[src/rtl/mastermind_scorer.sv]
// rtl/mastermind_scorer.sv - serial Znarly/Zood guess scorer with guess count and win/game-over tracking
// One slot compare per cycle: SLOTS exact-position passes, then SLOTS*SLOTS cross-slot pairs.
module mastermind_scorer #(
    parameter int SLOTS       = 4,
    parameter int SHAPE_W     = 3,
    parameter int MAX_GUESSES = 8
) (
    input  logic                               clock,
    input  logic                               reset,
    input  logic                               newGame,
    input  logic                               loadMaster,
    input  logic [SLOTS*SHAPE_W-1:0]           masterIn,
    input  logic                               check,
    input  logic [SLOTS*SHAPE_W-1:0]           guess,
    output logic                               busy,
    output logic                               done,
    output logic [$clog2(SLOTS+1)-1:0]         znarly,
    output logic [$clog2(SLOTS+1)-1:0]         zood,
    output logic [$clog2(MAX_GUESSES+1)-1:0]   guessCount,
    output logic                               win,
    output logic                               gameOver
);
    localparam int IDX_W = (SLOTS > 1) ? $clog2(SLOTS) : 1;
    localparam int SCR_W = $clog2(SLOTS + 1);
    localparam int CNT_W = $clog2(MAX_GUESSES + 1);
    localparam int PAT_W = SLOTS * SHAPE_W;
    localparam logic [IDX_W-1:0] LAST_IDX   = IDX_W'(SLOTS - 1);
    localparam logic [SCR_W-1:0] FULL_SCORE = SCR_W'(SLOTS);
    localparam logic [CNT_W-1:0] MAX_COUNT  = CNT_W'(MAX_GUESSES);

    typedef enum logic [1:0] {S_IDLE, S_EXACT, S_PARTIAL, S_DONE} state_t;

    state_t             state_q, state_d;
    logic [PAT_W-1:0]   master_q, master_d;
    logic [PAT_W-1:0]   guess_q, guess_d;
    logic [SLOTS-1:0]   gused_q, gused_d;
    logic [SLOTS-1:0]   mused_q, mused_d;
    logic [SCR_W-1:0]   zacc_q, zacc_d;
    logic [SCR_W-1:0]   oacc_q, oacc_d;
    logic [IDX_W-1:0]   gi_q, gi_d;
    logic [IDX_W-1:0]   mi_q, mi_d;
    logic               busy_q, busy_d;
    logic               done_q, done_d;
    logic [SCR_W-1:0]   znarly_q, znarly_d;
    logic [SCR_W-1:0]   zood_q, zood_d;
    logic [CNT_W-1:0]   count_q, count_d;
    logic               win_q, win_d;
    logic               over_q, over_d;

    logic [SHAPE_W-1:0] g_shape;
    logic [SHAPE_W-1:0] m_shape;
    logic [SHAPE_W-1:0] x_shape;

    always_ff @(posedge clock or posedge reset) begin
        if (reset) begin
            state_q  <= S_IDLE;
            master_q <= '0;
            guess_q  <= '0;
            gused_q  <= '0;
            mused_q  <= '0;
            zacc_q   <= '0;
            oacc_q   <= '0;
            gi_q     <= '0;
            mi_q     <= '0;
            busy_q   <= 1'b0;
            done_q   <= 1'b0;
            znarly_q <= '0;
            zood_q   <= '0;
            count_q  <= '0;
            win_q    <= 1'b0;
            over_q   <= 1'b0;
        end else begin
            state_q  <= state_d;
            master_q <= master_d;
            guess_q  <= guess_d;
            gused_q  <= gused_d;
            mused_q  <= mused_d;
            zacc_q   <= zacc_d;
            oacc_q   <= oacc_d;
            gi_q     <= gi_d;
            mi_q     <= mi_d;
            busy_q   <= busy_d;
            done_q   <= done_d;
            znarly_q <= znarly_d;
            zood_q   <= zood_d;
            count_q  <= count_d;
            win_q    <= win_d;
            over_q   <= over_d;
        end
    end

    always_comb begin
        state_d  = state_q;
        master_d = master_q;
        guess_d  = guess_q;
        gused_d  = gused_q;
        mused_d  = mused_q;
        zacc_d   = zacc_q;
        oacc_d   = oacc_q;
        gi_d     = gi_q;
        mi_d     = mi_q;
        busy_d   = busy_q;
        done_d   = 1'b0;
        znarly_d = znarly_q;
        zood_d   = zood_q;
        count_d  = count_q;
        win_d    = win_q;
        over_d   = over_q;
        g_shape  = guess_q[gi_q*SHAPE_W +: SHAPE_W];
        m_shape  = master_q[mi_q*SHAPE_W +: SHAPE_W];
        x_shape  = master_q[gi_q*SHAPE_W +: SHAPE_W];

        // A load in IDLE lands on the same edge as an accepted check, so scoring sees the new master.
        if (state_q == S_IDLE && loadMaster) begin
            master_d = masterIn;
        end

        if (newGame) begin
            state_d = S_IDLE;
            busy_d  = 1'b0;
            count_d = '0;
            win_d   = 1'b0;
            over_d  = 1'b0;
        end else begin
            case (state_q)
                S_IDLE: begin
                    if (check && !over_q) begin
                        state_d = S_EXACT;
                        guess_d = guess;
                        gused_d = '0;
                        mused_d = '0;
                        zacc_d  = '0;
                        oacc_d  = '0;
                        gi_d    = '0;
                        mi_d    = '0;
                        busy_d  = 1'b1;
                    end
                end
                S_EXACT: begin
                    if (g_shape == x_shape) begin
                        zacc_d        = zacc_q + 1'b1;
                        gused_d[gi_q] = 1'b1;
                        mused_d[gi_q] = 1'b1;
                    end
                    if (gi_q == LAST_IDX) begin
                        state_d = S_PARTIAL;
                        gi_d    = '0;
                        mi_d    = '0;
                    end else begin
                        gi_d = gi_q + 1'b1;
                    end
                end
                S_PARTIAL: begin
                    // Used bits are registered, so a slot claimed on this pair is skipped from the next pair on.
                    if (gi_q != mi_q && !gused_q[gi_q] && !mused_q[mi_q] && g_shape == m_shape) begin
                        oacc_d        = oacc_q + 1'b1;
                        gused_d[gi_q] = 1'b1;
                        mused_d[mi_q] = 1'b1;
                    end
                    if (mi_q == LAST_IDX) begin
                        mi_d = '0;
                        if (gi_q == LAST_IDX) begin
                            state_d = S_DONE;
                        end else begin
                            gi_d = gi_q + 1'b1;
                        end
                    end else begin
                        mi_d = mi_q + 1'b1;
                    end
                end
                S_DONE: begin
                    znarly_d = zacc_q;
                    zood_d   = oacc_q;
                    done_d   = 1'b1;
                    if (count_q != MAX_COUNT) begin
                        count_d = count_q + 1'b1;
                    end
                    win_d   = (zacc_q == FULL_SCORE);
                    over_d  = win_d || (count_d == MAX_COUNT);
                    busy_d  = 1'b0;
                    state_d = S_IDLE;
                end
                default: begin
                    state_d = S_IDLE;
                    busy_d  = 1'b0;
                end
            endcase
        end
    end

    assign busy       = busy_q;
    assign done       = done_q;
    assign znarly     = znarly_q;
    assign zood       = zood_q;
    assign guessCount = count_q;
    assign win        = win_q;
    assign gameOver   = over_q;

endmodule

[config.mk]
export PLATFORM = sky130hd
export DESIGN_NAME = mastermind_scorer
export DESIGN_NICKNAME = d
export VERILOG_FILES = /design/src/rtl/mastermind_scorer.sv
export SDC_FILE = /design/constraint.sdc
export NUM_CORES = 1
export LEC_CHECK = 0
export CAP_MARGIN = 20
export CORE_MARGIN = 2
export CORE_UTILIZATION = 25
export CTS_CLUSTER_SIZE = 25
export DETAILED_ROUTE_END_ITERATION = 10
export PLACE_DENSITY = 0.54
export SLEW_MARGIN = 25
export SYNTH_ARGS = -nofsm -noshare
export SYNTH_HDL_FRONTEND = slang
export SYNTH_SLANG_ARGS = --single-unit
[constraint.sdc]
create_clock -name clock -period 3.15 [get_ports clock]
set_clock_uncertainty 0.1 [all_clocks]
set_input_delay 0.315 -clock clock [delete_from_list [all_inputs] [get_ports clock]]
set_output_delay 0.315 -clock clock [all_outputs]
set_load 0.02 [all_outputs]
==> out/results.env, run 1 <==
CRIT_PATH_KIND='register to register'
SETUP_VIOL=0
PERIOD_NEEDED_NS=2.78
FINAL.HOLD.WORST_SLACK_NS=0.245
FINALHOLDVIOLATIONS=0
FINAL_ANTENNA_NET_COUNT=0
DOMINANTREGCELLSYNTH='dfrtp_1'
FLOW.AREA_GROWTH_FROM_SYNTHESIS_PCT=27.0
WIRE_LENGTH_OF_THE_FIRST_GLOBAL_ROUTING_PASS_UM=11900
TIMING.CRITICAL_PATH.MAX_DELAY_FAMILY='compound AO/OA/AOI/OAI gates'
FILLER_CELL_COUNT=1291
WORST_IR_DROP_VDD_mV=0.336
DIEWIDTH_UM=118
DETAILEDPLACEMENTHPWL_UM=4980
CTS_BUFFERS=9
CELLPOWERDENSITY_nW_PER_UM2=825
SYNTHESIS.INSTANCES=267
MAXIMUM_FANOUT_ALONG_THE_WORST_PATH=16
CP_SLOWEST_STAGE_DELAY_NS=0.68
CRITICAL_PATH.STARTPOINT='gi_q[0]$_DFFE_PP0P_'
SYNTH.AVG_CELL_AREA_UM2=12.2
SYNTHDISTINCTLIBCELLS=31
GRT_PASS1_VIAS=2373
GRT_ANTENNA_BEFORE_REPAIR=0
IO_PINS=43
DR.FIRST_ITER.DRC_COUNT=123
RELSLEWSLACK_PCT=57.7
SETUP_TNS_FINAL_NS=0
SYNTH_ASYNC_SR_FLOP_SHARE_PCT=100
CRIT_REQUIRED_NS=3.27
CTS-ROOT-BUF='clkbuf_16'
MULTI_INPUT_LOGIC_AREA_UM2=1640
ANTENNADIODECOUNT=0
DETAILED_ROUTE_WIRE_LENGTH_PER_CELL_UM=14.0
FINISH.INSTANCE_AREA_UM2=4120
PLACEMENTROWS=41
CRITICAL_PATH.CELL_CHAIN='mux4_2, xor2_1, o31ai_4, a41oi_1, a41oi_1'
TIMING.FINAL.CRIT_SHARE_PCT=88.3
CLOCK_TREE.HTREE_LEVEL_COUNT=3
REGAREA_UM2=1450
WORST_PIN_SLEW_NS=0.635
DIE_HEIGHT_UM=118
TRITONCTS_NUM_SINKS=58
GRT_OVERFLOW_TOTAL=0
DETAIL_ROUTE.WIRELENGTH_UM=6820
POST-ROUTE-DRC-COUNT=0
DRT_PRE_ANTENNA_ITERS=4
EDFF_COUNT_SYNTH=0
SEQUENTIAL_SHARE_OF_THE_SYNTHESIZED_AREA_PCT=44.7
SYNTH_WARNINGS=0
OVERALL_GLOBAL_ROUTING_USAGE_PCT=10.7
CTS.HOLD.BUFFERS_ADDED=0
COUNT_OF_BUFFERS_INSERTED_AT_THE_TOP_LEVEL_PORTS=42
CRIT_PATH_FREQUENT_CELL='a41oi_1'
CRITICAL_PATH.SLOWEST_CELL='dfrtp_1'
WORST_SETUP_HOLD_PATH_CLK_SLEW_NS=0.05
FINAL-MAX-SLEW-VIOLATION-COUNT=0
NETS=358
HP-CLASS='input pin to asynchronous set/reset pin'
GRT_START_MAX_NET_PINS=39
CTS.REPAIR.RESIZED=0
CP-START-KIND='register'
WORST_SETUP_PATH_END_KIND='register'
CTSLONGESTPATHBUFFERS=2
CRITPATHARRIVALTIME_NS=2.90
YS_FF_LATCH=58
DRIVE_ABOVE_1_SHARE_PCT=21.0
SYN_NETS=314
MAX_CLOCK_FREQ_MHz=360
TRITONCTS='built'
TIMING.MAX_CAP.VIOLATIONS=0
POWER.LEAKAGE_uW=0.00167
LAUNCHING_POINT_OF_THE_WORST_REG2REG_PATH='gi_q[0]$_DFFE_PP0P_'
STATUS='completed'
ROUTED_VIA_DENSITY=4.60
START_UTIL_PCT=25.6
SYNTHESIS.AREA_UM2=3250
RSZ_0062_RAISED_AFTER_GLOBAL_ROUTING='false'
FLOORPLAN.CORE_AREA_UM2=12700
VIAS=2239
FRACTION_OF_THE_CORE_AREA_COVERED_BY_CELLS_AT_THE_END_OF_THE_FLOW_PCT=32.5
INSERTION_DELAY_TO_THE_LATER_SINK_OF_THE_WORST_SKEW_PAIR_NS=0.32
PLACED_AREA_UM2=3840
WORST-PATH-BUF-INV=0
GP_ROUTABILITY_CONGESTION=0.789
POSTCTSSETUPREPAIRBUFS=0
FP.DIEAREA_UM2=13900
layout make-up:
class	instances	share of cell area, %
timing repair buffer	49	11.5
clock inverter	3	0.971
sequential	58	35.2
multi-input combinational	177	39.7
clock buffer	12	5.98
inverter	16	1.46
tap	172	5.22
synth_stat cells, types with 2 or more instances:
| master | instances | area share, % |
|---|---|---|
| dfrtp_1 | 58 | 45 |
| ha_1 | 18 | 6.9 |
| a41oi_1 | 16 | 4.3 |
| nand4_1 | 2 | 0.39 |
| nand2_1 | 14 | 1.6 |
| a21oi_1 | 7 | 1.1 |
| mux2i_1 | 10 | 3.1 |
| nand2b_1 | 3 | 0.58 |
| o211ai_1 | 3 | 0.69 |
| mux4_1 | 2 | 1.6 |
| nor2_1 | 15 | 1.7 |
| mux2_2 | 34 | 12 |
| xor2_1 | 4 | 1.1 |
| o21ai_0 | 7 | 1.1 |
| nand3_1 | 4 | 0.62 |
| clkbuf_1 | 11 | 1.3 |
| mux4_2 | 9 | 6.2 |
| buf_6 | 5 | 1.7 |
| a22o_1 | 3 | 0.81 |
| xnor2_1 | 7 | 1.9 |
| nand3b_1 | 3 | 0.69 |
| inv_1 | 16 | 1.9 |
| nor2b_1 | 5 | 0.96 |
| a211oi_1 | 4 | 0.93 |
tightest hold or removal path: cells and delay by family:
kind,cells,cell delay (ns)
buffers and inverters,3,0.73
cells in the final DEF (no fill, tap or decap), drive strengths merged, types with 2 or more instances in the layout:
master         Yosys  routed
mux2i             10      10
mux2              34      34
clkdlybuf4s50      0      42
nand3              4       4
ha                18      18
nand3b             3       3
nor2              15      15
a41oi             16      16
inv               16      16
o21ai              7       7
nand4              2       2
nor2b              5       5
dfrtp             58      58
a22o               3       3
xnor2              7       7
nand2             14      14
mux4              11      11
clkbuf            11      12
buf                5       7
xor2               4       4
clkinv             0       2
a21oi              7       7
nand2b             3       3
a211oi             4       4
o211ai             3       3
power breakdown:
group	leakage [µW]	switching [µW]	total, µW	internal [µW]
combinational	0.000783	647	1290	639
clock	0.000142	306	930	624
sequential	0.000747	201	1180	983
state kept, by name, indices dropped and copies added, names as in the netlist:
register    cells
guess_q        12
master_q       12
guessCount      4
gused_q         4
mused_q         4
oacc_q          3
zacc_q          3
znarly          3
zood            3
gi_q            2
mi_q            2
state_q         2
busy            1
done            1
gameOver        1
win             1
cells by family after synthesis:
| kind of cell | Yosys count | synth area share, % |
|---|---|---|
| simple gates | 48 | 7.13 |
| mux | 55 | 22.7 |
| xor+xnor | 11 | 2.97 |
| compound gates | 45 | 10.6 |
| fa+ha+maj | 18 | 6.94 |
| buf+inv | 32 | 4.86 |
| flops | 58 | 44.7 |
metal layers:
| layer | routed length, µm | GRT usage [%] | share of wire, % |
|---|---|---|---|
| met1 | 3200 | 14.2 | 47 |
| met2 | 3160 | 16.6 | 46 |
| met3 | 398 | 3.73 | 5.8 |
| met4 | 59 | 2.94 | 0.87 |
| met5 | 0 | 0 | 0 |
worst paths after layout:
check / end / slack, ns / depth (start not counted)
setup / recovery: mused_q[2]$_DFFE_PP0P_ / 0.37 / 5
hold / removal: zood[0]$_DFFE_PP0P_ / 0.25 / 3
setup reg to reg: mused_q[2]$_DFFE_PP0P_ / 0.37 / 5
hold reg to reg: zood[1]$_DFFE_PP0P_ / 0.40 / 1
max in group asynchronous: guess_q[2]$_DFFE_PP0P_ / 2.26 / 3
min in group clock: zood[1]$_DFFE_PP0P_ / 0.40 / 1
per-stage QoR:
stage               setup slack (ns)  std cells  total power, µW
CTS                            0.341        487             3440
global placement               0.544        472             2450
finish                         0.369        487             3400
floorplan                      0.852        267             2170
global route                   0.128        487             3630
detailed placement             0.410        472             2480
(Power assumes the default switching activity.)
==> run 2, diff against run 1 <==
- CORE_UTILIZATION: 25 -> 30
- PLACE_DENSITY: 0.54 -> 0.6
==> out/results.env, run 2 (synthesis results as in run 1) <==
INSERTION_DELAY_TO_THE_LATER_SINK_OF_THE_WORST_SKEW_PAIR_NS=0.34
GP_ROUTABILITY_CONGESTION=0.812
WIRE_LENGTH_OF_THE_FIRST_GLOBAL_ROUTING_PASS_UM=11400
CTS_BUFFERS=9
POSTCTSSETUPREPAIRBUFS=0
POWER.LEAKAGE_uW=0.00162
CTS.HOLD.BUFFERS_ADDED=0
FILLER_CELL_COUNT=1039
DETAILED_ROUTE_WIRE_LENGTH_PER_CELL_UM=15.0
CRIT_PATH_FREQUENT_CELL='a41oi_1'
REG_TOP3='guess_q x12, master_q x12'
RELSLEWSLACK_PCT=52.8
MAX_CLOCK_FREQ_MHz=358
REGAREA_UM2=1450
R2R_SLACK_NS=0.36
WORST_IR_DROP_VDD_mV=0.313
CRIT_PATH_KIND='register to register'
SETUP_VIOL=0
FINAL.HOLD.WORST_SLACK_NS=0.226
CP_SLOWEST_STAGE_DELAY_NS=0.68
DRT_PRE_ANTENNA_ITERS=4
CRIT_REQUIRED_NS=3.30
DR.FIRST_ITER.DRC_COUNT=110
IO_PINS=43
FINALHOLDVIOLATIONS=0
CRITICAL_PATH.SLOWEST_CELL='dfrtp_1'
PERIOD_NEEDED_NS=2.79
DETAIL_ROUTE.WIRELENGTH_UM=6710
ANTENNADIODECOUNT=0
NETS=356
CRITPATHARRIVALTIME_NS=2.94
GRT_ANTENNA_BEFORE_REPAIR=0
DETAILEDPLACEMENTHPWL_UM=4800
POST-ROUTE-DRC-COUNT=0
PLACEMENTROWS=37
FINAL-MAX-SLEW-VIOLATION-COUNT=0
COUNT_OF_BUFFERS_INSERTED_AT_THE_TOP_LEVEL_PORTS=42
MAXIMUM_FANOUT_ALONG_THE_WORST_PATH=16
CTS-ROOT-BUF='clkbuf_8'
CTS.REPAIR.RESIZED=0
RSZ_0062_RAISED_AFTER_GLOBAL_ROUTING='false'
GRT_START_MAX_NET_PINS=59
DIEWIDTH_UM=108
MULTI_INPUT_LOGIC_AREA_UM2=1640
STATUS='completed'
FINAL_CRITICAL_PATH_SETUP_SLACK_NS=0.358
FP.DIEAREA_UM2=11700
TOTALPOWERFINAL_uW=3140
GRT_PASS1_VIAS=2343
VIAS=2261
DIE_HEIGHT_UM=108
PRE_CTS_WS_NS=0.392
ROUTED_VIA_DENSITY=5.04
CP-START-KIND='register'
START_UTIL_PCT=31.2
LAYOUT.CELLS.MOST_COMMON='dfrtp_1'
CELLPOWERDENSITY_nW_PER_UM2=788
WORST_SETUP_PATH_END_KIND='register'
WORST_PIN_SLEW_NS=0.707
HP-CLASS='input pin to asynchronous set/reset pin'
LAYOUT.CELLS.MOST_COMMON_LIST='58 x dfrtp_1, 42 x clkdlybuf4s50_1, 34 x mux2_2, 18 x ha_1, 16 x a41oi_1'
DPL.CELL_COUNT=434
DRIVE_ABOVE_1_SHARE_PCT=21.1
CRITICAL_PATH.CELL_CHAIN='mux4_2, xor2_1, o31ai_4, a41oi_1, a41oi_1'
TIMING.MAX_CAP.VIOLATIONS=0
CTSLONGESTPATHBUFFERS=2
FINAL_CELL_COUNT_NO_FILL=449
FLOORPLAN.CORE_AREA_UM2=10400
GRT_OVERFLOW_TOTAL=0
WORST_SETUP_HOLD_PATH_CLK_SLEW_NS=0.07
FINAL_ANTENNA_NET_COUNT=0
TIMING.FINAL.CRIT_SHARE_PCT=88.6
TRITONCTS='built'
FLOW.AREA_GROWTH_FROM_SYNTHESIS_PCT=22.7
CLOCK_TREE.HTREE_LEVEL_COUNT=3
SETUP_TNS_FINAL_NS=0
TRITONCTS_NUM_SINKS=58
OVERALL_GLOBAL_ROUTING_USAGE_PCT=12.5
-- run 2: changes by cell type in the layout (fill, tap and decap cells not counted), sizes merged --
| cell | before | now |
|---|---|---|
| buf | 7 | 5 |
| clkbuf | 12 | 10 |
| clkinvlp | 0 | 2 |
-- run 2: worst max-delay path: cells and delay by family, from the launching register on --
kind / cells / cell delay, ns
AOI/OAI and AO/OA: 3 / 1.07
xor gates and xnor gates: 1 / 0.22
DFF: 1 / 0.68
muxes: 1 / 0.61
-- run 2: cell type report --
class | count | area share [%]
clock inverters | 5 | 1.38
clock buffers | 10 | 3.46
inverters | 16 | 1.51
multi-input cells | 177 | 41.1
well taps | 136 | 4.27
flip-flops and latches | 58 | 36.5
repair buffers | 47 | 11.8
-- run 2: stage by stage --
step | area, µm² | utilization, %
global placement | 3790 | 36.4
CTS | 3980 | 38.2
detailed placement | 3790 | 36.4
finish | 3980 | 38.2
floorplan | 3250 | -
global route | 3980 | 38.2
-- run 2: report_power, final --
group / internal (µW) / total [µW] / switching, µW / leakage, µW
registers: 981 / 1170 / 192 / 0.000747
logic: 641 / 1290 / 645 / 0.000778
clock network: 379 / 677 / 298 / 0.0000941
-- run 2: final timing paths --
path	from	end	cells past startpoint
max reg2reg	gi_q[0]$_DFFE_PP0P_	gused_q[1]$_DFFE_PP0P_	5
max	gi_q[0]$_DFFE_PP0P_	gused_q[1]$_DFFE_PP0P_	5
min reg2reg	guess_q[11]$_DFFE_PP0P_	guess_q[11]$_DFFE_PP0P_	1
max in group asynchronous	reset	guess_q[5]$_DFFE_PP0P_	3
min in group clock	guess_q[11]$_DFFE_PP0P_	guess_q[11]$_DFFE_PP0P_	1
min	reset	master_q[3]$_DFFE_PP0P_	3
-- run 2: layer usage --
metal	vias to the layer above	track usage, %	wire (µm)
met5	-	0	0
met3	15	3.44	289
met2	57	19.8	3170
met1	1128	16.5	3160
met4	0	4.67	96
li1	1061	-	-
